--- src/rtl/eth_pkg.sv ---
// Shared Ethernet transmit definitions: ethertypes, frame size defaults,
// framer state encoding and header byte selection.
package eth_pkg;

    localparam logic [15:0] ETH_TYPE_ARP  = 16'h0806;
    localparam logic [15:0] ETH_TYPE_IP   = 16'h0800;
    localparam logic [15:0] ETH_TYPE_RARP = 16'h8035;

    localparam int MIN_FRAME_DEFAULT = 60;
    localparam int MAX_FRAME_DEFAULT = 1514;
    localparam int HDR_LEN           = 14;

    typedef enum logic [2:0] {
        ST_IDLE,
        ST_HDR,
        ST_PAYLOAD,
        ST_PAD,
        ST_DRAIN
    } tx_state_t;

    // Header is dst MAC, src MAC, ethertype, sent MSB byte first.
    function automatic logic [7:0] hdrByte(
        input logic [47:0] dstMac,
        input logic [47:0] srcMac,
        input logic [15:0] etherType,
        input logic [3:0]  idx
    );
        logic [111:0] hdr;
        logic [111:0] shifted;
        hdr     = {dstMac, srcMac, etherType};
        shifted = hdr << {idx, 3'b000};
        return shifted[111:104];
    endfunction

endpackage

--- src/rtl/tx_arbiter.sv ---
// Two-way round-robin grant between the ARP (bit 0) and IP (bit 1) sources;
// the last-grant memory only moves when a frame actually starts.
module tx_arbiter (
    input  logic       clk,
    input  logic       reset,
    input  logic [1:0] i_req,
    input  logic       i_update,
    output logic [1:0] o_grant
);

    logic r_lastIp;

    always_comb begin
        o_grant = i_req;
        if (i_req == 2'b11) begin
            o_grant = r_lastIp ? 2'b01 : 2'b10;
        end
    end

    // Starting from "IP last" lets ARP win the first tie after reset.
    always_ff @(posedge clk) begin
        if (reset) begin
            r_lastIp <= 1'b1;
        end else if (i_update && (|o_grant)) begin
            r_lastIp <= o_grant[1];
        end
    end

endmodule

--- src/rtl/eth_tx_framer.sv ---
// Ethernet transmit framer: arbitrates ARP/IP payload streams, prepends the
// 14-byte MAC header, pads short frames and truncates oversized ones.
module eth_tx_framer
    import eth_pkg::*;
#(
    parameter int MIN_FRAME = MIN_FRAME_DEFAULT,
    parameter int MAX_FRAME = MAX_FRAME_DEFAULT
) (
    input  logic        clk,
    input  logic        reset,
    input  logic [47:0] mac_addr,
    input  logic [47:0] arp_dst_mac_in,
    input  logic [47:0] ip_dst_mac_in,
    input  logic [7:0]  arp_axis_tdata_in,
    input  logic        arp_axis_tvalid_in,
    input  logic        arp_axis_tlast_in,
    output logic        arp_axis_tready_o,
    input  logic [7:0]  ip_axis_tdata_in,
    input  logic        ip_axis_tvalid_in,
    input  logic        ip_axis_tlast_in,
    output logic        ip_axis_tready_o,
    output logic [7:0]  axis_tdata_out,
    output logic        axis_tvalid_out,
    output logic        axis_tlast_out,
    input  logic        axis_tready_in,
    output logic        truncated_o
);

    localparam logic [10:0] HDR_LAST = 11'(HDR_LEN - 1);
    localparam logic [10:0] MIN_LAST = 11'(MIN_FRAME - 1);
    localparam logic [10:0] MAX_LAST = 11'(MAX_FRAME - 1);

    tx_state_t   r_state;
    tx_state_t   w_stateNext;
    logic [10:0] r_cnt;
    logic [10:0] w_cntNext;
    logic        r_srcIp;
    logic [47:0] r_dstMac;
    logic [15:0] r_etherType;

    logic [1:0]  w_req;
    logic [1:0]  w_grant;
    logic        w_start;
    logic        w_srcReady;
    logic [7:0]  w_srcData;
    logic        w_srcValid;
    logic        w_srcLast;

    assign w_req      = {ip_axis_tvalid_in, arp_axis_tvalid_in};
    assign w_srcData  = r_srcIp ? ip_axis_tdata_in  : arp_axis_tdata_in;
    assign w_srcValid = r_srcIp ? ip_axis_tvalid_in : arp_axis_tvalid_in;
    assign w_srcLast  = r_srcIp ? ip_axis_tlast_in  : arp_axis_tlast_in;

    assign arp_axis_tready_o = w_srcReady & ~r_srcIp;
    assign ip_axis_tready_o  = w_srcReady &  r_srcIp;

    tx_arbiter u_arbiter (
        .clk      (clk),
        .reset    (reset),
        .i_req    (w_req),
        .i_update (w_start),
        .o_grant  (w_grant)
    );

    always_ff @(posedge clk) begin
        if (reset) begin
            r_state     <= ST_IDLE;
            r_cnt       <= '0;
            r_srcIp     <= 1'b0;
            r_dstMac    <= '0;
            r_etherType <= '0;
        end else begin
            r_state <= w_stateNext;
            r_cnt   <= w_cntNext;
            if (w_start) begin
                r_srcIp     <= w_grant[1];
                r_dstMac    <= w_grant[1] ? ip_dst_mac_in : arp_dst_mac_in;
                r_etherType <= w_grant[1] ? ETH_TYPE_IP : ETH_TYPE_ARP;
            end
        end
    end

    // The counter holds the byte index within the outgoing frame (header included).
    always_comb begin
        w_stateNext     = r_state;
        w_cntNext       = r_cnt;
        w_start         = 1'b0;
        w_srcReady      = 1'b0;
        axis_tdata_out  = 8'h00;
        axis_tvalid_out = 1'b0;
        axis_tlast_out  = 1'b0;
        truncated_o     = 1'b0;

        case (r_state)
            ST_IDLE: begin
                if (|w_req) begin
                    w_start     = 1'b1;
                    w_cntNext   = '0;
                    w_stateNext = ST_HDR;
                end
            end

            ST_HDR: begin
                axis_tvalid_out = 1'b1;
                axis_tdata_out  = hdrByte(r_dstMac, mac_addr, r_etherType, r_cnt[3:0]);
                if (axis_tready_in) begin
                    w_cntNext = r_cnt + 11'd1;
                    if (r_cnt == HDR_LAST) begin
                        w_stateNext = ST_PAYLOAD;
                    end
                end
            end

            ST_PAYLOAD: begin
                axis_tvalid_out = w_srcValid;
                axis_tdata_out  = w_srcData;
                w_srcReady      = axis_tready_in;
                axis_tlast_out  = w_srcValid &&
                                  (w_srcLast ? (r_cnt >= MIN_LAST) : (r_cnt == MAX_LAST));
                if (w_srcValid && axis_tready_in) begin
                    w_cntNext = r_cnt + 11'd1;
                    if (w_srcLast) begin
                        w_stateNext = (r_cnt >= MIN_LAST) ? ST_IDLE : ST_PAD;
                    end else if (r_cnt == MAX_LAST) begin
                        truncated_o = 1'b1;
                        w_stateNext = ST_DRAIN;
                    end
                end
            end

            ST_PAD: begin
                axis_tvalid_out = 1'b1;
                axis_tlast_out  = (r_cnt == MIN_LAST);
                if (axis_tready_in) begin
                    w_cntNext = r_cnt + 11'd1;
                    if (r_cnt == MIN_LAST) begin
                        w_stateNext = ST_IDLE;
                    end
                end
            end

            // Swallow the rest of an oversized payload so the source sees its tlast accepted.
            ST_DRAIN: begin
                w_srcReady = 1'b1;
                if (w_srcValid && w_srcLast) begin
                    w_stateNext = ST_IDLE;
                end
            end

            default: begin
                w_stateNext = ST_IDLE;
            end
        endcase
    end

endmodule

--- config.mk ---
export PLATFORM = sky130hd
export DESIGN_NAME = eth_tx_framer
export DESIGN_NICKNAME = d
export VERILOG_FILES = /design/src/rtl/eth_pkg.sv /design/src/rtl/tx_arbiter.sv /design/src/rtl/eth_tx_framer.sv
export SDC_FILE = /design/constraint.sdc
export NUM_CORES = 1
export LEC_CHECK = 0
export ABC_AREA = 1
export CAP_MARGIN = 0
export CORE_ASPECT_RATIO = 1.5
export CORE_UTILIZATION = 39
export DETAILED_ROUTE_END_ITERATION = 8
export PLACE_DENSITY_LB_ADDON = 0.08
export SLEW_MARGIN = 20
export SYNTH_ARGS = -nofsm -noshare
export SYNTH_HDL_FRONTEND = slang
export SYNTH_SLANG_ARGS = --single-unit
--- constraint.sdc ---
create_clock -name clk -period 1.8 [get_ports clk]
set_clock_uncertainty 0.1 [all_clocks]
set_input_delay 0.36 -clock clk [delete_from_list [all_inputs] [get_ports clk]]
set_output_delay 0.36 -clock clk [all_outputs]
set_load 0.01 [all_outputs]
# After elaboration in Yosys (flattened, before gate mapping)
# Cells that the tools add are included.
# Widths: inputs -> output; s select.
[word_totals] reg_bits=80 out_inout_bits=13
[op_classes] n_addsub=1 order_cmp=1 eq_ne=17 shifts=1 mux=33 bitwise=3 reduce_logical=11
[ops] cell="$shl 112x7->112" count=1
[ops] cell="$mux 48" count=1
[ops] cell="$mux 11" count=3
[ops] cell="$pmux 11 s3" count=1
[ops] cell="$mux 3" count=10
[ops] cell="$pmux 8 s2" count=1
[ops] cell="$pmux 3 s5" count=1
[ops] cell="$ne 2x2->1 const B" count=7
[ops] cell="$add 11x1->11 const B" count=1
[ops] cell="$eq 11x11->1 const B" count=1
[ops] cell="$eq 11x4->1 const B" count=1
[ops] cell="$eq 11x6->1 const B" count=1
[ops] cell="$ge 11x6->1 const B" count=1
[ops] cell="$mux 1" count=9
[ops] cell="$mux 8" count=1
[ops] cell="$reduce_and 8->1" count=1
[ops] cell="$eq 3x2->1 const B" count=2
[ops] cell="$mux 2" count=3
[ops] cell="$pmux 1 s2" count=3
[ops] cell="$reduce_or 2->1" count=3
[ops] cell="$logic_and 1x1->1" count=4
[ops] cell="$reduce_and 4->1" count=1
[ops] cell="$eq 3x1->1 const B" count=1
[ops] cell="$eq 3x3->1 const B" count=1
[ops] cell="other kinds (7)" count=8

# Depth between registers and ports, before layout
# Gate-level depths: netlist of run 1.
[logic_depth] depth_word=5 mapped_depth=13

# By module
# From an unflattened synthesis of run 1, not the netlist that was laid out.
[hier_totals] cells_unflattened=708 area_unflattened_um2=4192.8
[modules_own_cells] mod="eth_tx_framer" n_inst=1 cells_each=698 area_per_inst_um2=4124.0 seq_area_each_um2=1301.2
[modules_own_cells] mod="tx_arbiter" n_inst=1 cells_each=10 area_per_inst_um2=68.8 seq_area_each_um2=20.0

# Least setup slack after synthesis of run 1
# No wires, ideal clock.
[synth_path] path_type="register to output" start="register r_cnt[1]" end="output port axis_tlast_out" t_arrival_ps=1520 t_required_ps=1340 slack_ps=-180 path_stages_with_launch=11 path_buffers=2 cell_sequence="dfxtp_1 clkbuf_1 inv_1 buf_2 ha_1 nand2_1 nor2_1 nand3_1 a21oi_1 a21oi_1 nor3_1"
[synth_via] elab_chain_len=4
[synth_rtl] item="from (decl)" line="eth_tx_framer.sv:35" rtl="logic [10:0] r_cnt;"
[synth_rtl] item="from (signal assigned)" line="eth_tx_framer.sv:74" rtl="r_cnt <= w_cntNext;"
[synth_rtl] item="$ge 11x6->1 or $eq 11x11->1 (tied branches)" line="eth_tx_framer.sv:119" rtl="(w_srcLast ? (r_cnt >= MIN_LAST) : (r_cnt == MAX_LAST));"
[synth_rtl] item="$mux 1" line="eth_tx_framer.sv:119"
[synth_rtl] item="$logic_and 1x1->1" line="eth_tx_framer.sv:118" rtl="axis_tlast_out = w_srcValid &&"
[synth_rtl] item="$pmux 1 s2 *" line="eth_tx_framer.sv:94" rtl="case (r_state)"
[synth_rtl] item="to (decl)" line="eth_tx_framer.sv:24" rtl="output logic axis_tlast_out,"
# Mark *: on every way between the ends. The rest lies on a longest branch, timed or not.

# Worst setup path in the final report of run 1
[layout_path] start="register r_cnt[0]" end="output port axis_tdata_out[0]"
[layout_via] elab_chain_len=2
[layout_rtl] item="$shl 112x7->112" line="eth_pkg.sv:31" rtl="shifted = hdr << {idx, 3'b000};"
[layout_rtl] item="$pmux 8 s2" line="eth_tx_framer.sv:94"
[layout_rtl] item="to (decl)" line="eth_tx_framer.sv:22" rtl="output logic [7:0] axis_tdata_out,"
# Every way passes these cells.

==> impl_metrics.py, run 1 <==
metrics = {
    "run_status": {
        "status": "finished, violations left",
        "violations": "negative setup slack",
    },
    "sta": {
        "hold_ws_ns": 0.382,
        "layout_setup_ws_ns": -0.837,
        "rsz0062_at_grt": "yes",
        "setup_viol": 74,
        "fmax_mhz": 379,
        "finalHoldViolCount": 0,
        "maxSlewViolCount": 0,
        "slew_headroom_pct": 54.4,
        "timing.setup.tns_ns": -20.44,
        "tightest_slew_ns": 0.683,
        "period_share_pct": 147,
        "period_needed_ns": 2.64,
    },
    "drt": {
        "ant_nets": 0,
        "drcViolationCount": 0,
        "vias": 7135,
        "drt-total-wl_mm": 26.7,
        "avgViaCountPerCell": 6.02,
        "routedWlPerCell_um": 22.5,
        "first_pass_iters": 5,
        "drt_iter0_markers": 731,
    },
    "global_route": {
        "grt_max_degree": 40,
        "grt_overflow_total": 0,
        "grt_pass1_wl_mm": 33.6,
        "grt_use_total_pct": 39.8,
        "antenna_found_initial": 0,
        "grt_pass1_vias": 6797,
    },
    "worst_setup_path": {
        "crit_type": "reg2out",
        "cp-start-kind": "flop",
        "timing.rr.start": "r_cnt[0]",
        "critPathArrivalTime_ns": 2.18,
        "cp_max_fo": 11,
        "worstRegToRegCells": 13,
        "worstPathRequired_ns": 1.34,
        "startpoint": "r_cnt[0]",
        "r2r_setup_slack_ns": -0.35,
        "timing.rr.end": "r_state[2]",
        "end_kind": "output pin",
    },
    "final_layout": {
        "area_delta_synth_final_pct": 119,
        "seq_area_um2": 1340,
        "layout-drive-gt1-share_pct": 39.3,
        "nFillCells": 501,
        "antenna_cells": 0,
        "finalNetCount": 1205,
        "utilization_pct": 87.8,
        "multi_input_area_um2": 3490,
    },
    "clock_tree": {
        "path_clk_slew_ns": 0.06,
        "cts_max_level": 3,
        "cts_made_buffers": 9,
        "cts_tree": "built",
        "clk_latency_ns": 0.34,
        "clkSinkCount": 66,
        "postCtsHoldBufs": 0,
        "root_buffer": "clkbuf_16",
        "cts_buffer_depth": 2,
    },
    "floorplanning": {
        "chipHeight_um": 130,
        "die_area_um2": 11300,
        "num_io_pins": 180,
        "rows": 46,
        "fp.coreArea_um2": 10600,
        "fp.dieW_um": 87.2,
        "initial_core_util_pct": 40.1,
    },
    "synthesis": {
        "syn_avg_cell_area_um2": 6.00,
        "ys.warnings.count": 0,
        "synthCells": 708,
        "syn_nets": 877,
        "synth_area_um2": 4250,
        "synth_cell_types": 32,
        "ys_seq_elements": 66,
        "yosysSeqAreaShare_pct": 31.1,
    },
    "worst_hold_path": {
        "hold_start": "reset",
        "holdPathEnd": "r_srcIp",
        "whs_path_depth": 3,
        "min_path_type": "in2reg",
    },
    "placement": {
        "dp_hpwl_mm": 12.9,
        "gp_congestion": 0.943,
        "numPortBuffers": 179,
        "post-place-ws_ns": -0.748,
    },
    "power_and_ir_drop": {
        "p_leak_nw": 3.96,
        "power_density_nw_per_um2": 1510,
        "ir_drop_uv": 848,
    },
    "run": {
        "drv_cap": 0,
    },
}
-- report_power, final --
part	switching (W)	internal [W]	leakage [nW]
sequential	0.000345	0.00186	0.545
clock	0.000708	0.00125	0.156
combinational	0.00509	0.00480	3.26
total	0.00615	0.00791	3.96
-- cells by family after synthesis --
kind of cell	synth area share (%)
AOI/OAI and AO/OA	19.9
xor gates and xnor gates	0.825
adders and majority gates	0.589
buffers and inverters	8.31
DFF	31.1
and+or+nand+nor	39.3
-- layout make-up --
cell class,count,share of cell area (%)
clock buffer,11,2.61
clock inverter,5,0.834
inverter,32,1.53
multi-input combinational,564,37.5
sequential,66,14.4
tap,144,1.94
timing repair buffer,363,41.2
-- how the worst max path moves through the flow --
stage | endpoint | depth (start not counted)
after floorplan | axis_tlast_out | 10
after global placement | axis_tdata_out[5] | 8
after detailed placement | axis_tdata_out[5] | 8
after CTS | axis_tdata_out[3] | 11
after global routing | axis_tdata_out[5] | 11
final | axis_tdata_out[0] | 9
-- per-layer routing --
| metal | track usage [%] | wire length, µm | part of all wire [%] | vias up |
|---|---|---|---|---|
| met1 | 37.0 | 8210 | 31 | 3236 |
| met5 | 0 | 0 | 0 | - |
| met3 | 9.17 | 2450 | 9.2 | 252 |
| met2 | 71.6 | 13000 | 49 | 657 |
| li1 | - | - | - | 2990 |
| met4 | 36.1 | 3060 | 11 | 0 |
-- cell usage in the layout (no fill, tap or decap), types with 4 or more instances in the layout --
master / netlist / final
clkbuf_16: 0 / 12
inv_2: 5 / 5
o21ai_1: 1 / 16
buf_8: 0 / 11
nand2_4: 0 / 34
dfxtp_2: 0 / 4
inv_1: 26 / 19
o211ai_1: 16 / 16
buf_16: 0 / 16
nand2_2: 3 / 68
a21oi_2: 1 / 10
buf_4: 2 / 116
a31oi_1: 48 / 36
buf_6: 4 / 25
nand3_1: 28 / 17
o22ai_1: 8 / 7
buf_12: 0 / 14
nand2_1: 270 / 171
nand3_2: 0 / 8
buf_2: 15 / 13
nor2_4: 5 / 11
nor3_2: 2 / 4
a21oi_1: 15 / 5
a31oi_4: 0 / 11
clkdlybuf4s50_1: 0 / 163
nor2_1: 93 / 79
dfxtp_1: 66 / 59
o21ai_2: 1 / 6
inv_4: 0 / 6
nor2_2: 2 / 10
o21ai_0: 49 / 28
-- per-stage QoR --
step	std cells	cell area, µm²	power, W
2_1_floorplan	708	4290	0.00503
3_3_place_gp	1101	7000	0.00739
3_5_place_dp	1101	7000	0.00750
4_1_cts	1169	8480	0.0119
5_1_grt	1185	9300	0.0145
6_report	1185	9300	0.0141
-- worst max-delay path, cell delays in order (launching register included) --
cell      delay (ns)
dfxtp_4         0.36
inv_4           0.12
buf_8           0.15
nor2_1          0.05
o211ai_1        0.50
nand3_1         0.21
nand2_1         0.16
nand2_2         0.08
nand2_1         0.06
buf_2           0.12
-- synth_stat cells --
cell	n	area (µm²)
dfxtp_1	66	1320
a21oi_2	1	8.76
ha_1	2	25.0
o21ai_1	1	5.00
or2_1	1	6.26
buf_4	2	15.0
nor3_1	7	35.0
clkinv_1	1	3.75
a21oi_1	15	75.1
a22oi_1	1	7.51
nor2_1	93	349
o21ai_2	1	8.76
o21a_1	2	15.0
nand4_1	2	12.5
inv_1	26	97.6
xor2_1	4	35.0
nor4_1	1	6.26
nand2_1	270	1010
o21ai_0	49	245
o211ai_1	16	120
o21bai_1	1	7.51
o22ai_1	8	50.1
a31oi_1	48	300
clkbuf_1	26	97.6
nor2_2	2	12.5
nor2_4	5	56.3
nand2_2	3	18.8
inv_2	5	18.8
buf_2	15	75.1
nor3_2	2	20.0
buf_6	4	45.0
nand3_1	28	140
-- sequential cells by signal, summed over array words and instances, names as in the netlist --
name,cells
r_dstMac,48
r_etherType,2
u_arbiter.r_lastIp,1
r_srcIp,1
r_cnt,11
r_state,3
-- repair_timing --
action | CTS | global route
gates cloned | 19 | 5
endpoints found under the setup margin | 65 | 79
pin swaps | 89 | 83
resized for setup | 219 | 168
buffers inserted | 34 | 19
endpoints found under the hold margin | 0 | 0
No activity file was read; power rests on OpenSTA's default activity.
==> inputs of run 2 (changes only) <==
==> constraint.sdc (replaced) <==
create_clock -name clk -period 2.29 [get_ports clk]
set_clock_uncertainty 0.1 [all_clocks]
set_input_delay 0.458 -clock clk [delete_from_list [all_inputs] [get_ports clk]]
set_output_delay 0.458 -clock clk [all_outputs]
set_load 0.01 [all_outputs]
==> impl_metrics.py, run 2 (same netlist as run 1, synthesis figures left out) <==
metrics = {
    "drt": {
        "ant_nets": 0,
        "routedWlPerCell_um": 15.2,
        "first_pass_iters": 5,
        "avgViaCountPerCell": 5.18,
        "drt-total-wl_mm": 16.3,
        "drt_iter0_markers": 226,
        "vias": 5548,
        "drcViolationCount": 0,
    },
    "clock_tree": {
        "cts_max_level": 3,
        "path_clk_slew_ns": 0.06,
        "clkSinkCount": 66,
        "clk_latency_ns": 0.33,
        "cts_buffer_depth": 2,
        "cts_made_buffers": 9,
        "cts_tree": "built",
        "root_buffer": "clkbuf_16",
    },
    "worst_setup_path": {
        "end_kind": "output pin",
        "worstPathCellList": "buf_6, o21ai_0, o211ai_1, nand3_1, nand2_2, nand2_2, nand2_1, buf_2",
        "path_common_cell": "nand2_2",
        "slowest_stage": "dfxtp_4",
        "critPathTopFamily": "compound AO/OA/AOI/OAI gates",
        "r2r_setup_slack_ns": 0.36,
        "crit_type": "reg2out",
        "cp-start-kind": "flop",
        "crit_buf_inv": 2,
        "cp_max_fo": 12,
        "slowest_delay_ns": 0.39,
        "worstPathRequired_ns": 1.73,
        "critPathArrivalTime_ns": 1.91,
    },
    "global_route": {
        "antenna_found_initial": 0,
        "grt_pass1_vias": 5465,
        "grt_use_total_pct": 28.1,
        "grt_max_degree": 50,
        "grt_pass1_wl_mm": 24.4,
        "grt_overflow_total": 0,
    },
    "placement": {
        "post-place-ws_ns": -0.423,
        "gp_congestion": 0.900,
        "dp_hpwl_mm": 12.4,
        "dp.cells": 1050,
        "numPortBuffers": 179,
    },
    "floorplanning": {
        "initial_core_util_pct": 40.1,
        "fp.dieW_um": 87.2,
        "fp.coreArea_um2": 10600,
        "chipHeight_um": 130,
        "num_io_pins": 180,
        "rows": 46,
        "die_area_um2": 11300,
    },
    "sta": {
        "slew_headroom_pct": 67.0,
        "setup_viol": 10,
        "layout_setup_ws_ns": -0.178,
        "fmax_mhz": 405,
        "maxSlewViolCount": 0,
        "tightest_slew_ns": 0.493,
        "rsz0062_at_grt": "yes",
        "timing.setup.tns_ns": -0.880,
        "period_share_pct": 108,
        "period_needed_ns": 2.47,
        "finalHoldViolCount": 0,
    },
    "power_and_ir_drop": {
        "p_leak_nw": 2.87,
        "seqPwrFrac_pct": 22.2,
        "p_sw_share_pct": 41.9,
        "clkPwrFrac_pct": 21.0,
        "p_comb_share_pct": 56.7,
        "intPower_w": 0.00437,
        "power_density_nw_per_um2": 1060,
        "fin_total_pwr_w": 0.00751,
        "ir_drop_uv": 600,
        "p_sw_w": 0.00315,
    },
    "run_status": {
        "status": "finished, violations left",
        "violations": "negative setup slack",
    },
    "run": {
        "drv_cap": 0,
    },
    "final_layout": {
        "finalNetCount": 1091,
        "largest_reg_flops": 48,
        "largestRegisters": "r_dstMac x48, r_cnt x11, r_state x3",
        "top_register": "r_dstMac",
        "layout-drive-gt1-share_pct": 17.5,
        "layout_common_cells": "261 x nand2_1, 165 x clkdlybuf4s50_1, 80 x nor2_1, 63 x dfxtp_1",
        "area_delta_synth_final_pct": 67.6,
        "stdcell_count": 1071,
        "antenna_cells": 0,
        "final_common_cell": "nand2_1",
    },
    "worst_hold_path": {
        "min_path_type": "reg2reg",
    },
}
[run 2: changes by cell type in the layout (fill, tap and decap cells not counted), moves of 11 or more]
cell and delta:
nand2_4 -33, buf_4 -68, nand2_1 +90, a31oi_1 +12, nand2_2 -57, a31oi_4 -11
buf_16 -16
[run 2: tightest hold or removal path, stage by stage (launching register included)]
cell,delay (ns)
dfxtp_1,0.32
nand2_1,0.06
nand3_1,0.05
[run 2: stage by stage]
stage | hold WS (ns) | cell area (µm²) | utilization, %
after floorplan | 0.329 | 4250 | -
after global placement | 0.343 | 6540 | 61.7
after detailed placement | 0.353 | 6540 | 61.7
after CTS | 0.362 | 6990 | 66.0
after global routing | 0.400 | 7120 | 67.2
final | 0.360 | 7120 | 67.2
[run 2: layer usage]
layer	global-route usage [%]	vias to the layer above	routed length, µm
li1	-	2765	-
met1	27.1	2502	5920
met2	54.1	225	8720
met3	3.61	56	772
met4	20.0	0	903
met5	0	-	0
[run 2: worst paths after layout]
kind,cells past startpoint,start,end
worst min-delay path,2,u_arbiter.r_lastIp,u_arbiter.r_lastIp
worst max register to register,12,r_cnt[0],r_state[1]
worst max-delay path,8,r_cnt[0],axis_tdata_out[3]
worst min register to register,2,u_arbiter.r_lastIp,u_arbiter.r_lastIp
[run 2: layout make-up]
class,instances,area [µm²]
Clock buffer,9,225
Inverter,32,123
Fill cell,953,3470
Clock inverter,7,118
Multi-Input combinational cell,563,2740
Sequential cell,66,1330
Timing Repair Buffer,250,2400
Tap cell,144,180
[run 2: what timing repair did]
action,in CTS,in global routing
hold buffers,0,0
setup buffers,4,1
resized for setup,95,38
pin swaps,30,21
endpoints found under the setup margin,13,12
cloned,1,0
[run 2: power groups by stage]
stage	Sequential, W	Clock [W]	Combinational (W)
after detailed placement	0.00165	0	0.00383
after global routing	0.00170	0.00165	0.00464
after floorplan	0.00158	0	0.00231
after global placement	0.00165	0	0.00378
final	0.00167	0.00158	0.00426
after CTS	0.00166	0.00160	0.00404
